==> src/rtl/key_evt_pkg.sv <==
// Shared types and constants for the key-matrix event encoder.
package key_evt_pkg;
    localparam int NUM_KEYS  = 36;
    localparam int KEY_IDX_W = 6;

    typedef struct packed {
        logic [KEY_IDX_W-1:0] key;
        logic                 on;
    } key_evt_t;

    function automatic logic [KEY_IDX_W-1:0] popcount(input logic [NUM_KEYS-1:0] v);
        logic [KEY_IDX_W-1:0] cnt;
        cnt = '0;
        for (int i = 0; i < NUM_KEYS; i++)
            cnt = cnt + {{(KEY_IDX_W-1){1'b0}}, v[i]};
        return cnt;
    endfunction
endpackage

==> src/rtl/key_evt_fifo.sv <==
// First-word fall-through FIFO of key events; push is ignored while full.
module key_evt_fifo
    import key_evt_pkg::*;
#(
    parameter int DEPTH = 8
) (
    input  logic     i_clk,
    input  logic     i_rst,
    input  logic     i_push,
    input  key_evt_t i_data,
    input  logic     i_pop,
    output key_evt_t o_data,
    output logic     o_full,
    output logic     o_empty
);
    localparam int AW = $clog2(DEPTH);

    key_evt_t        mem [DEPTH];
    logic [AW-1:0]   wr_ptr;
    logic [AW-1:0]   rd_ptr;
    logic [AW:0]     count;
    logic            do_push;
    logic            do_pop;

    assign o_full  = (count == (AW+1)'(DEPTH));
    assign o_empty = (count == '0);
    assign do_push = i_push && !o_full;
    assign do_pop  = i_pop && !o_empty;
    // Head reads as zero when empty so the outputs have a defined reset value.
    assign o_data  = o_empty ? '0 : mem[rd_ptr];

    always_ff @(posedge i_clk) begin
        if (do_push)
            mem[wr_ptr] <= i_data;
    end

    always_ff @(posedge i_clk) begin
        if (i_rst) begin
            wr_ptr <= '0;
            rd_ptr <= '0;
            count  <= '0;
        end else begin
            if (do_push)
                wr_ptr <= wr_ptr + 1'b1;
            if (do_pop)
                rd_ptr <= rd_ptr + 1'b1;
            case ({do_push, do_pop})
                2'b10:   count <= count + 1'b1;
                2'b01:   count <= count - 1'b1;
                default: count <= count;
            endcase
        end
    end
endmodule

==> src/rtl/key_event_encoder.sv <==
// Scans the registered key map one pad per cycle and queues note-on/off events
// whenever a pad's level differs from what was last reported.
module key_event_encoder
    import key_evt_pkg::*;
#(
    parameter int FIFO_DEPTH = 8
) (
    input  logic                 i_clk,
    input  logic                 i_rst,
    input  logic [NUM_KEYS-1:0]  i_keys,
    output logic                 o_evt_valid,
    input  logic                 i_evt_ready,
    output logic [KEY_IDX_W-1:0] o_evt_key,
    output logic                 o_evt_on,
    output logic [KEY_IDX_W-1:0] o_held_count
);
    logic [NUM_KEYS-1:0]  keys_q;
    logic [NUM_KEYS-1:0]  reported;
    logic [KEY_IDX_W-1:0] ptr;
    logic [KEY_IDX_W-1:0] ptr_nxt;
    logic [KEY_IDX_W-1:0] held_q;
    logic                 mismatch;
    logic                 push;
    logic                 advance;
    logic                 fifo_full;
    logic                 fifo_empty;
    key_evt_t             push_evt;
    key_evt_t             head;

    assign mismatch = keys_q[ptr] ^ reported[ptr];
    assign push     = mismatch && !fifo_full;
    // A pending change holds the scanner on its key so no transition is dropped.
    assign advance  = !mismatch || !fifo_full;
    assign ptr_nxt  = (ptr == KEY_IDX_W'(NUM_KEYS-1)) ? '0 : ptr + 1'b1;
    assign push_evt = '{key: ptr, on: keys_q[ptr]};

    always_ff @(posedge i_clk) begin
        if (i_rst) begin
            keys_q   <= '0;
            reported <= '0;
            ptr      <= '0;
            held_q   <= '0;
        end else begin
            keys_q <= i_keys;
            if (push)
                reported[ptr] <= keys_q[ptr];
            if (advance)
                ptr <= ptr_nxt;
            held_q <= popcount(reported);
        end
    end

    key_evt_fifo #(.DEPTH(FIFO_DEPTH)) u_fifo (
        .i_clk   (i_clk),
        .i_rst   (i_rst),
        .i_push  (push),
        .i_data  (push_evt),
        .i_pop   (i_evt_ready),
        .o_data  (head),
        .o_full  (fifo_full),
        .o_empty (fifo_empty)
    );

    assign o_evt_valid  = !fifo_empty;
    assign o_evt_key    = head.key;
    assign o_evt_on     = head.on;
    assign o_held_count = held_q;
endmodule

==> config.mk <==
export PLATFORM = sky130hd
export DESIGN_NAME = key_event_encoder
export DESIGN_NICKNAME = d
export VERILOG_FILES = /design/src/rtl/key_evt_pkg.sv /design/src/rtl/key_evt_fifo.sv /design/src/rtl/key_event_encoder.sv
export SDC_FILE = /design/constraint.sdc
export NUM_CORES = 1
export LEC_CHECK = 0
export ABC_AREA = 1
export BUFFER_PORTS_ARGS = -buffer_cell sky130_fd_sc_hd__buf_2
export CAP_MARGIN = 20
export CORE_MARGIN = 2
export CORE_UTILIZATION = 68
export CTS_BUF_LIST = sky130_fd_sc_hd__clkbuf_8
export DETAILED_ROUTE_END_ITERATION = 8
export PLACE_DENSITY_LB_ADDON = 0.1
export SLEW_MARGIN = 20
export SYNTH_ARGS = -nofsm -noshare
export SYNTH_HDL_FRONTEND = slang
export SYNTH_SLANG_ARGS = --single-unit
export TNS_END_PERCENT = 30
==> constraint.sdc <==
create_clock -name i_clk -period 7.63 [get_ports i_clk]
set_clock_uncertainty 0.1 [all_clocks]
set_input_delay 0.3815 -clock i_clk [delete_from_list [all_inputs] [get_ports i_clk]]
set_output_delay 0.3815 -clock i_clk [all_outputs]
set_load 0.01 [all_outputs]
## Word level (Yosys, flattened, before mapping)

Memories as Yosys holds them, arrays and structs flattened. A register that Yosys moved wholly into a read port is not among the register bits.
Cells that the tools add are included.

- Eq/ne operators: 4
- Order comparisons: 2
- Div/mod/pow operators: 0
- Reduce and logical (&&, ||, !) cells: 10
- Multipliers: 0
- Mux-type cells: 14
- Add/sub/neg operators: 40
- Shifts and indexed selects: 0
- Bitwise operators: 1

Operator list:

| operator | count |
|---|---|
| 6-bit by 1-bit adder with 6-bit output | 30 |
| 36-bit bitwise mux | 1 |
| 1-bit binary-select mux with 6-bit select | 2 |
| 4-bit case mux with 2 select lines | 1 |
| 6-bit by 7-bit less-than comparator with 1-bit output (second input constant) | 1 |
| 7-bit two-way mux | 1 |
| 3-bit by 1-bit adder with 3-bit output (second input constant) | 2 |
| 5-bit by 1-bit adder with 6-bit output | 1 |
| 6-bit by 1-bit adder with 6-bit output (second input constant) | 1 |
| 1-bit demux with 6-bit select | 1 |
| 6-bit == test (second input constant) | 1 |
| 6-bit by 1-bit greater-or-equal comparator with 1-bit output (second input constant) | 1 |
| 3-bit two-way mux | 2 |
| 6-bit two-way mux | 1 |
| 4-bit by 1-bit adder with 5-bit output | 1 |
| 1-bit two-way mux | 5 |
| 3-bit by 1-bit adder with 4-bit output | 1 |
| 4-bit by 1-bit adder with 4-bit output (second input constant) | 1 |
| 4-bit == test (second input constant) | 1 |
| 1-bit logical AND | 4 |
| 4-bit zero test | 1 |
| 4-bit by 1-bit subtractor with 4-bit output (second input constant) | 1 |
| 2-bit by 1-bit adder with 3-bit output | 1 |
| 1-bit zero test | 3 |
| other kinds (6) | 6 |

- Input bits: 39
- Memories: 1
- Memory bits (writable): 56
- Memory bits (read-only): 0
- Bits in latches: 0
- Register bits after elaboration: 94
- Word-level logic and storage cells: 79

Memories:

| name | words | bits a word | rd ports | clocked after memory_dff | wr ports | RTL line | RTL |
|---|---|---|---|---|---|---|---|
| u_fifo.mem | 8 | 7 | 1 | 1 | 1 | key_evt_fifo.sv:18 | `key_evt_t mem [DEPTH];` |

## Depth between registers and ports, before layout

Gate-level depths: netlist of run 1.

- Depth in word-level cells: 35
- Mapped depth: 26

## By module

Synthesis of run 1 repeated with hierarchy kept, for this count alone.

- Cell total of the unflattened synthesis: 1,011
- Area, all modules: 8,067.7 um2

Modules (own cells, without submodules):

| module | area each (um2) | cells each | sequential area each (um2) | instances |
|---|---|---|---|---|
| key_event_encoder | 5,147.4 | 749 | 1,681.6 | 1 |
| key_evt_fifo | 2,920.3 | 262 | 1,941.9 | 1 |

## Least setup slack after synthesis of run 1

No wires, ideal clock.

- Path kind: flip-flop to flip-flop
- Start point: register reported[17]
- End point: register held_q[4], in the netlist o_held_count[4]
- Slack: 2.994 ns
- Arrival time: 4.466 ns
- Clock period less this slack: 4.636 ns
- Buffers on the path: 0
- Data required time: 7.460 ns
- Cell stages (with the launch flop): 17
- Path through: dfxtp_1 > fa_1 > inv_1 > fa_1 > inv_1 > fa_1 > inv_1 > fa_1 > fa_1 > fa_1 > inv_1 > ha_1 > fa_1 > a21oi_1 > o21ba_2 > o21ai_0 > a21oi_1

- Cells in the longest elaborated chain, start to end: 19

RTL lines:

| element | RTL line | RTL |
|---|---|---|
| from (decl) | key_event_encoder.sv:18 | `logic [NUM_KEYS-1:0] reported;` |
| from (signal, indexed assignment) | key_event_encoder.sv:46 | `reported[ptr] <= keys_q[ptr];` |
| 6-bit by 1-bit adder with 6-bit output (19 in series) | key_evt_pkg.sv:15 | `cnt = cnt + {{(KEY_IDX_W-1){1'b0}}, v[i]};` |
| to (signal assigned) | key_event_encoder.sv:49 | `held_q <= popcount(reported);` |
| to (decl) | key_event_encoder.sv:21 | `logic [KEY_IDX_W-1:0] held_q;` |

Every way passes these cells.
A chain may end at the register's enable or synchronous reset.

## Final worst setup path of run 1

Ends and elaborated chain as after synthesis.

==> summary.txt, run 1 <==
Status
  • Status: finished, final reports clean

Detailed routing
  • Post-route DRC: 0
  • Post-Route WL: 17400 um
  • Drt via density: about 5.5
  • DRT Pass-1 Iters: 5
  • Final ANT Viol Nets: 0
  • Via count: 6529
  • Routed len/inst: about 15 um
  • 1st-iter DRT viols: about 600

Synth
  • Yosys cell types: 36
  • Cells after Synth: 991
  • Most used DFF post-synth: dfxtp_1
  • Synth Net Count: 1073
  • Yosys warning count: 0
  • Mapped Area: 0.00796 mm^2
  • EDFF count, synth: 56
  • Synth Register Bits: 153
  • Seq/Total Area, Yosys: 45.5%
  • Syn avg cell area: about 8.0 um^2
  • Asr flop ratio synth: 0%

Clock tree
  • Cts repair resizes: 0
  • Skew-Pair Late Insertion Delay: 0.46 ns
  • Maximum buffer depth of the clock tree: 2
  • Clock H-tree levels: 4
  • CTS tree: yes
  • Root buffer cell: clkbuf_8
  • Post-CTS Setup Bufs: 0
  • Hold buffers post-CTS: 0
  • Clk slew on worst S/H paths: 0.08 ns
  • CTS Sinks: 153
  • CTS buffer count: 17

Die
  • Core area: 0.0114 mm^2
  • Die W: ~110 um
  • Initial Utilization: roughly 70%
  • Die Ht: ~110 um
  • Row count: 39
  • IO Count: 53
  • DIE AREA: 0.0126 mm^2

Timing
  • Final setup fails: 0
  • Final Hold Vio Count: 0
  • RSZ-0062 raised after global routing: false
  • Period minus WS final: 4.93 ns
  • Setup TNS: 0 ns
  • Least-Margin Pin Slew: around 1 ns
  • Max-Slew Margin vs Limit: 32.5%
  • Hold slack: 0.0122 ns
  • Max Clock Freq: 203 MHz
  • Final period util: 64.6%
  • Fin. max-slew vios: 0

Power and ir drop
  • Cell Pwr Density: 278 mW/mm^2
  • VDD IR max: 213 uV
  • Leakage power: 3.69 nW

Placement
  • Detail Placement HPWL: 11400 um
  • Placer's final routability congestion estimate: 0.852
  • IO Port Bufs: 52

Cells and area
  • Antenna diodes: 0
  • Syn-to-layout area delta: 6.85%
  • Final nets: ~1100
  • Most frequent cells in the layout: nand2_1 (192), nor2_1 (147), inv_1 (142)
  • Final core utilization: 74.5%
  • Layout cells sized above 1: 10.5%
  • Commonest non-fill, non-tap cell in the layout: nand2_1

Global route
  • Largest net degree at the start of global routing: 79
  • First-pass GRT wire length: 29400 um
  • Number of global-route vias before repair: 6198
  • Initial antenna violation count: 0
  • GRT Residual Overflow: 0
  • GRT Overall Usage: 29.4%

Min path
  • Min-delay src: i_keys[28]
  • HP Class: in -> reg

Critical path
  • CP Capture Type: flip-flop
  • Crit path required time: 7.92 ns
  • Critical Path Source: reported[17]$_SDFFE_PP0P_
  • WP data arrival: around 5.2 ns
  • Critical path class: reg -> reg
  • R2R Path Start: reported[17]$_SDFFE_PP0P_
  • CP startpoint kind: flip-flop
  • Worst-path fanout max: 3

Run
  • Max cap viols: 0
==> final timing paths <==
check / to / slack [ns] / cells past startpoint
setup reg to reg: o_held_count[4]$_SDFF_PP0_ / 2.70 / 16
hold reg to reg: u_fifo.rd_ptr[2]$_SDFFE_PP0P_ / 0.37 / 2
setup / recovery: o_held_count[4]$_SDFF_PP0_ / 2.70 / 16
hold / removal: keys_q[28]$_SDFF_PP0_ / 0.01 / 3
==> layer usage <==
metal / global-route usage [%] / vias to the layer above / routed length (um)
met5: 0 / - / 0
met4: 11.5 / 0 / 469
met3: 6.05 / 43 / 1160
met2: 49.8 / 262 / 8530
met1: 37.2 / 2992 / 7280
li1: - / 3232 / -
==> cell families after synthesis <==
logic type | Yosys count | share of synthesized area, %
buffers and inverters | 196 | 10.8
XOR/XNOR | 4 | 0.440
adder cells (fa/ha/maj) | 43 | 9.49
AO/OA/AOI/OAI | 134 | 8.94
flip-flops | 153 | 45.5
AND/OR/NAND/NOR | 461 | 24.8
==> critical path, cell delays in order (launching register included) <==
cell and delay, ns:
dfxtp_1 0.35, fa_1 0.55, inv_1 0.06, fa_1 0.50, inv_1 0.05, fa_1 0.48
inv_1 0.05, fa_1 0.46, fa_1 0.53, fa_1 0.51, inv_1 0.04, ha_1 0.20
fa_1 0.46, a21oi_1 0.17, o21ba_2 0.15, o21ai_0 0.06, a21oi_1 0.14
==> flip-flops by register name, indices dropped and copies added, names as in the netlist, named ones only <==
name and count:
keys_q 36, o_held_count 6, reported 36, u_fifo.mem 56, u_fifo.wr_ptr 3, u_fifo.rd_ptr 3
u_fifo.count 4, ptr 6
==> Yosys cell counts (4+ instances only) <==
cell	number	share of area, %
a21oi_1	57	3.6
a31oi_1	8	0.63
buf_4	7	0.66
buf_6	12	1.7
clkbuf_1	26	1.2
dfxtp_1	97	24
edfxtp_1	56	21
fa_1	29	7.3
ha_1	14	2.2
inv_1	141	6.6
inv_2	4	0.19
nand2_1	192	9.1
nand3_1	67	4.2
nand4_1	36	2.8
nor2_1	148	7.0
nor3_1	5	0.31
o211ai_1	4	0.38
o21ai_0	45	2.8
o21ai_1	9	0.57
o22ai_1	8	0.63
==> through the flow <==
step | instances | power [mW] | cell area (um^2) | worst slack, ns
2_1_floorplan | 991 | 1.66 | 7960 | 2.99
3_3_place_gp | 1145 | 1.82 | 8160 | 2.84
3_5_place_dp | 1145 | 1.84 | 8160 | 2.71
4_1_cts | 1177 | 2.37 | 8510 | 2.68
5_1_grt | 1177 | 2.51 | 8510 | 2.46
6_report | 1177 | 2.37 | 8510 | 2.70
==> area by class of cell <==
class / instances / area, um^2
Tap cell: 143 / 179
Timing Repair Buffer: 59 / 313
Inverter: 148 / 561
Clock inverter: 15 / 111
Clock buffer: 17 / 234
Multi-Input combinational cell: 642 / 3480
Sequential cell: 153 / 3620
Fill cell: 883 / 2910
==> power by group <==
group	internal [mW]	switching, mW
Combinational	0.235	0.592
Sequential	0.939	0.0590
Clock	0.250	0.291
(Power assumes the default switching activity.)
==> run 2, diff against run 1 <==
--- a/config.mk
+++ b/config.mk
@@ -9,7 +9,7 @@
 export BUFFER_PORTS_ARGS = -buffer_cell sky130_fd_sc_hd__buf_2
 export CAP_MARGIN = 20
 export CORE_MARGIN = 2
-export CORE_UTILIZATION = 68
+export CORE_UTILIZATION = 57
 export CTS_BUF_LIST = sky130_fd_sc_hd__clkbuf_8
 export DETAILED_ROUTE_END_ITERATION = 8
 export PLACE_DENSITY_LB_ADDON = 0.1
==> constraint.sdc (replaced) <==
create_clock -name i_clk -period 4.2 [get_ports i_clk]
set_clock_uncertainty 0.1 [all_clocks]
set_input_delay 0.21 -clock i_clk [delete_from_list [all_inputs] [get_ports i_clk]]
set_output_delay 0.21 -clock i_clk [all_outputs]
set_load 0.01 [all_outputs]
==> run 2 against run 1 <==
Largest power group unchanged; setup slack got worse by 3.1 ns; the run now ends with setup timing left; via count grew 3.1%; utilization fell by 7.2 points.
==> summary.txt, run 2 (synthesized netlist as in run 1, its figures left out) <==
Placement
  • Detail Placement HPWL: 12100 um (+5.5%)
  • Worst slack, placed: -0.418 ns (-3.13 ns)
  • Placer's final routability congestion estimate: 0.845 (-0.79%)
  • IO Port Bufs: 52 (unchanged)

Power and ir drop
  • PnR Total Power: 4.54 mW (+92%)
  • Leakage power: 4.05 nW (+9.6%)
  • Cell Pwr Density: 489 mW/mm^2 (+76%)
  • VDD IR max: 274 uV (+29%)

Critical path
  • WP data arrival: 4.92 ns (-0.31 ns)
  • Worst R2R End: o_held_count[4]$_SDFF_PP0_
  • Worst-case reg-to-reg path depth: 16 (unchanged)
  • Critical path class: reg -> reg
  • R2r setup slk: -0.44 ns (-3.13 ns)
  • Setup crit end: o_held_count[4]$_SDFF_PP0_
  • R2R Path Start: reported[21]$_SDFFE_PP0P_
  • Worst-path fanout max: 2 (-1)
  • CP startpoint kind: flip-flop
  • Critical Path Source: reported[21]$_SDFFE_PP0P_
  • Crit path required time: 4.48 ns (-3.44 ns)
  • CP Capture Type: flip-flop

Min path
  • HP Class: in -> reg

Cells and area
  • Layout cells sized above 1: 14.1% (+3.6 points)
  • Top flop regs: u_fifo.mem: 56 flops, keys_q: 36 flops, reported: 36 flops
  • Final nets: 1174 (+6.4%)
  • Max reg flops: 56 (unchanged)
  • Most frequent cells in the layout: nand2_1 (192), nor2_1 (147), inv_1 (140)
  • Commonest non-fill, non-tap cell in the layout: nand2_1
  • Syn-to-layout area delta: 16.5%
  • Most flop-heavy register: u_fifo.mem
  • Antenna diodes: 0 (unchanged)

Timing
  • Max Clock Freq: 216 MHz (+6.4%)
  • Fin. max-slew vios: 0 (unchanged)
  • Final Hold Vio Count: 0 (unchanged)
  • Setup slack after layout: -0.436 ns (-3.13 ns)
  • Period minus WS final: 4.64 ns (-0.296 ns)
  • Least-Margin Pin Slew: 0.762 ns (-0.248 ns)
  • Max-Slew Margin vs Limit: 49.2% (+17 points)
  • RSZ-0062 raised after global routing: true
  • Final setup fails: 5 (+5)
  • Final period util: 110% (+46 points)

Die
  • Die Ht: 122 um (+8.9%)
  • Core area: 0.0138 mm^2 (+21%)
  • Die W: 122 um (+8.9%)
  • Initial Utilization: 57.8% (-12 points)
  • Row count: 43 (+10%)
  • DIE AREA: 0.0149 mm^2 (+19%)
  • IO Count: 53 (unchanged)

Global route
  • Number of global-route vias before repair: 6415 (+3.5%)
  • Largest net degree at the start of global routing: 78 (-1.3%)
  • First-pass GRT wire length: 31300 um (+6.4%)
  • Initial antenna violation count: 0 (unchanged)
  • GRT Residual Overflow: 0 (unchanged)
  • GRT Overall Usage: 27.3% (-2.1 points)

Clock tree
  • Root buffer cell: clkbuf_8
  • Skew-Pair Late Insertion Delay: 0.45 ns (about the same)
  • Clock H-tree levels: 4 (unchanged)
  • Maximum buffer depth of the clock tree: 2 (unchanged)
  • CTS buffer count: 17 (unchanged)
  • Clk slew on worst S/H paths: 0.08 ns (about the same)
  • Post-CTS Setup Bufs: 0 (unchanged)
  • CTS tree: yes
  • CTS Sinks: 153 (unchanged)

Status
  • Failing checks: setup timing
  • Status: complete, but fails checks

Detailed routing
  • Post-Route WL: 19000 um (+8.8%)
  • Post-route DRC: 0 (unchanged)
  • 1st-iter DRT viols: 650 (+5.7%)
  • Routed len/inst: 14.8 um (-0.34%)
  • Via count: 6734 (+3.1%)
  • Final ANT Viol Nets: 0 (unchanged)
  • DRT Pass-1 Iters: 6 (+1)
  • Drt via density: 5.24 (-5.5%)

Run
  • Max cap viols: 0 (unchanged)
run 2: changes by cell type in the layout (fill, tap and decap cells not counted), moves of 2 or more:
cell	before	now
dfxtp_2	1	4
dlygate4sd3_1	0	36
clkbuf_8	17	19
clkinvlp_2	2	0
dfxtp_1	96	93
clkinv_2	3	0
buf_4	7	41
inv_2	4	9
inv_1	142	140
clkinv_1	5	2
run 2: worst min path at each step:
stage,start,to,slack [ns],cells past startpoint
finish,i_evt_ready,u_fifo.rd_ptr[1]$_SDFFE_PP0P_,0.04,4
global route,i_evt_ready,flip-flop,0.06,4
CTS,i_evt_ready,u_fifo.rd_ptr[1]$_SDFFE_PP0P_,0.007,4
detailed placement,i_keys[28],keys_q[28]$_SDFF_PP0_,0.31,3
global placement,i_keys[0],keys_q[0]$_SDFF_PP0_,0.31,3
floorplan,i_keys[0],keys_q[0]$_SDFF_PP0_,0.22,2
run 2: where the power goes:
group	total, mW	leakage [nW]	switching (mW)	internal (mW)
combinational	1.66	2.53	1.15	0.510
sequential	1.78	1.32	0.0755	1.70
clock	1.10	0.204	0.547	0.555
total	4.54	4.05	1.77	2.77
run 2: cell type report:
class | instances | area [um^2]
clock buffers | 19 | 262
fillers | 1197 | 4500
repair buffers | 130 | 948
flip-flops and latches | 153 | 3630
inverters | 148 | 561
multi-input cells | 642 | 3520
clock inverters | 13 | 130
well taps | 180 | 225
run 2: layer usage:
layer | global-route usage (%) | vias up | wire [um]
met2 | 47.9 | 227 | 9550
met3 | 3.93 | 29 | 1050
met5 | 0 | - | 0
li1 | - | 3375 | -
met1 | 34.3 | 3103 | 8030
met4 | 9.70 | 0 | 340
run 2: through the flow:
step / utilization, % / cells / setup TNS (ns) / hold slack [ns] / area (um^2)
2_1_floorplan: - / 991 / -0.698 / 0.217 / 7970
3_3_place_gp: 61.7 / 1217 / -1.51 / 0.311 / 8490
3_5_place_dp: 61.7 / 1217 / -1.81 / 0.315 / 8490
4_1_cts: 67.2 / 1285 / -1.81 / 0.00696 / 9260
5_1_grt: 67.3 / 1285 / -2.48 / 0.0583 / 9270
6_report: 67.3 / 1285 / -1.60 / 0.0351 / 9270
run 2: critical path: stages, from the launching register on:
cell and delay [ns]:
dfxtp_2 0.33, fa_1 0.55, inv_2 0.04, fa_1 0.51, inv_2 0.04, fa_1 0.47
inv_1 0.05, fa_1 0.49, fa_1 0.47, fa_1 0.53, inv_2 0.05, ha_4 0.15
fa_2 0.34, a21oi_2 0.12, o21ba_2 0.14, o21ai_0 0.07, a21oi_1 0.13
run 2: timing repair:
item,in CTS,in global routing
pin swaps,0,3
hold buffers,36,0
setup endpoints to repair,5,6
resized for setup,3,8
endpoints found under the hold margin,36,0
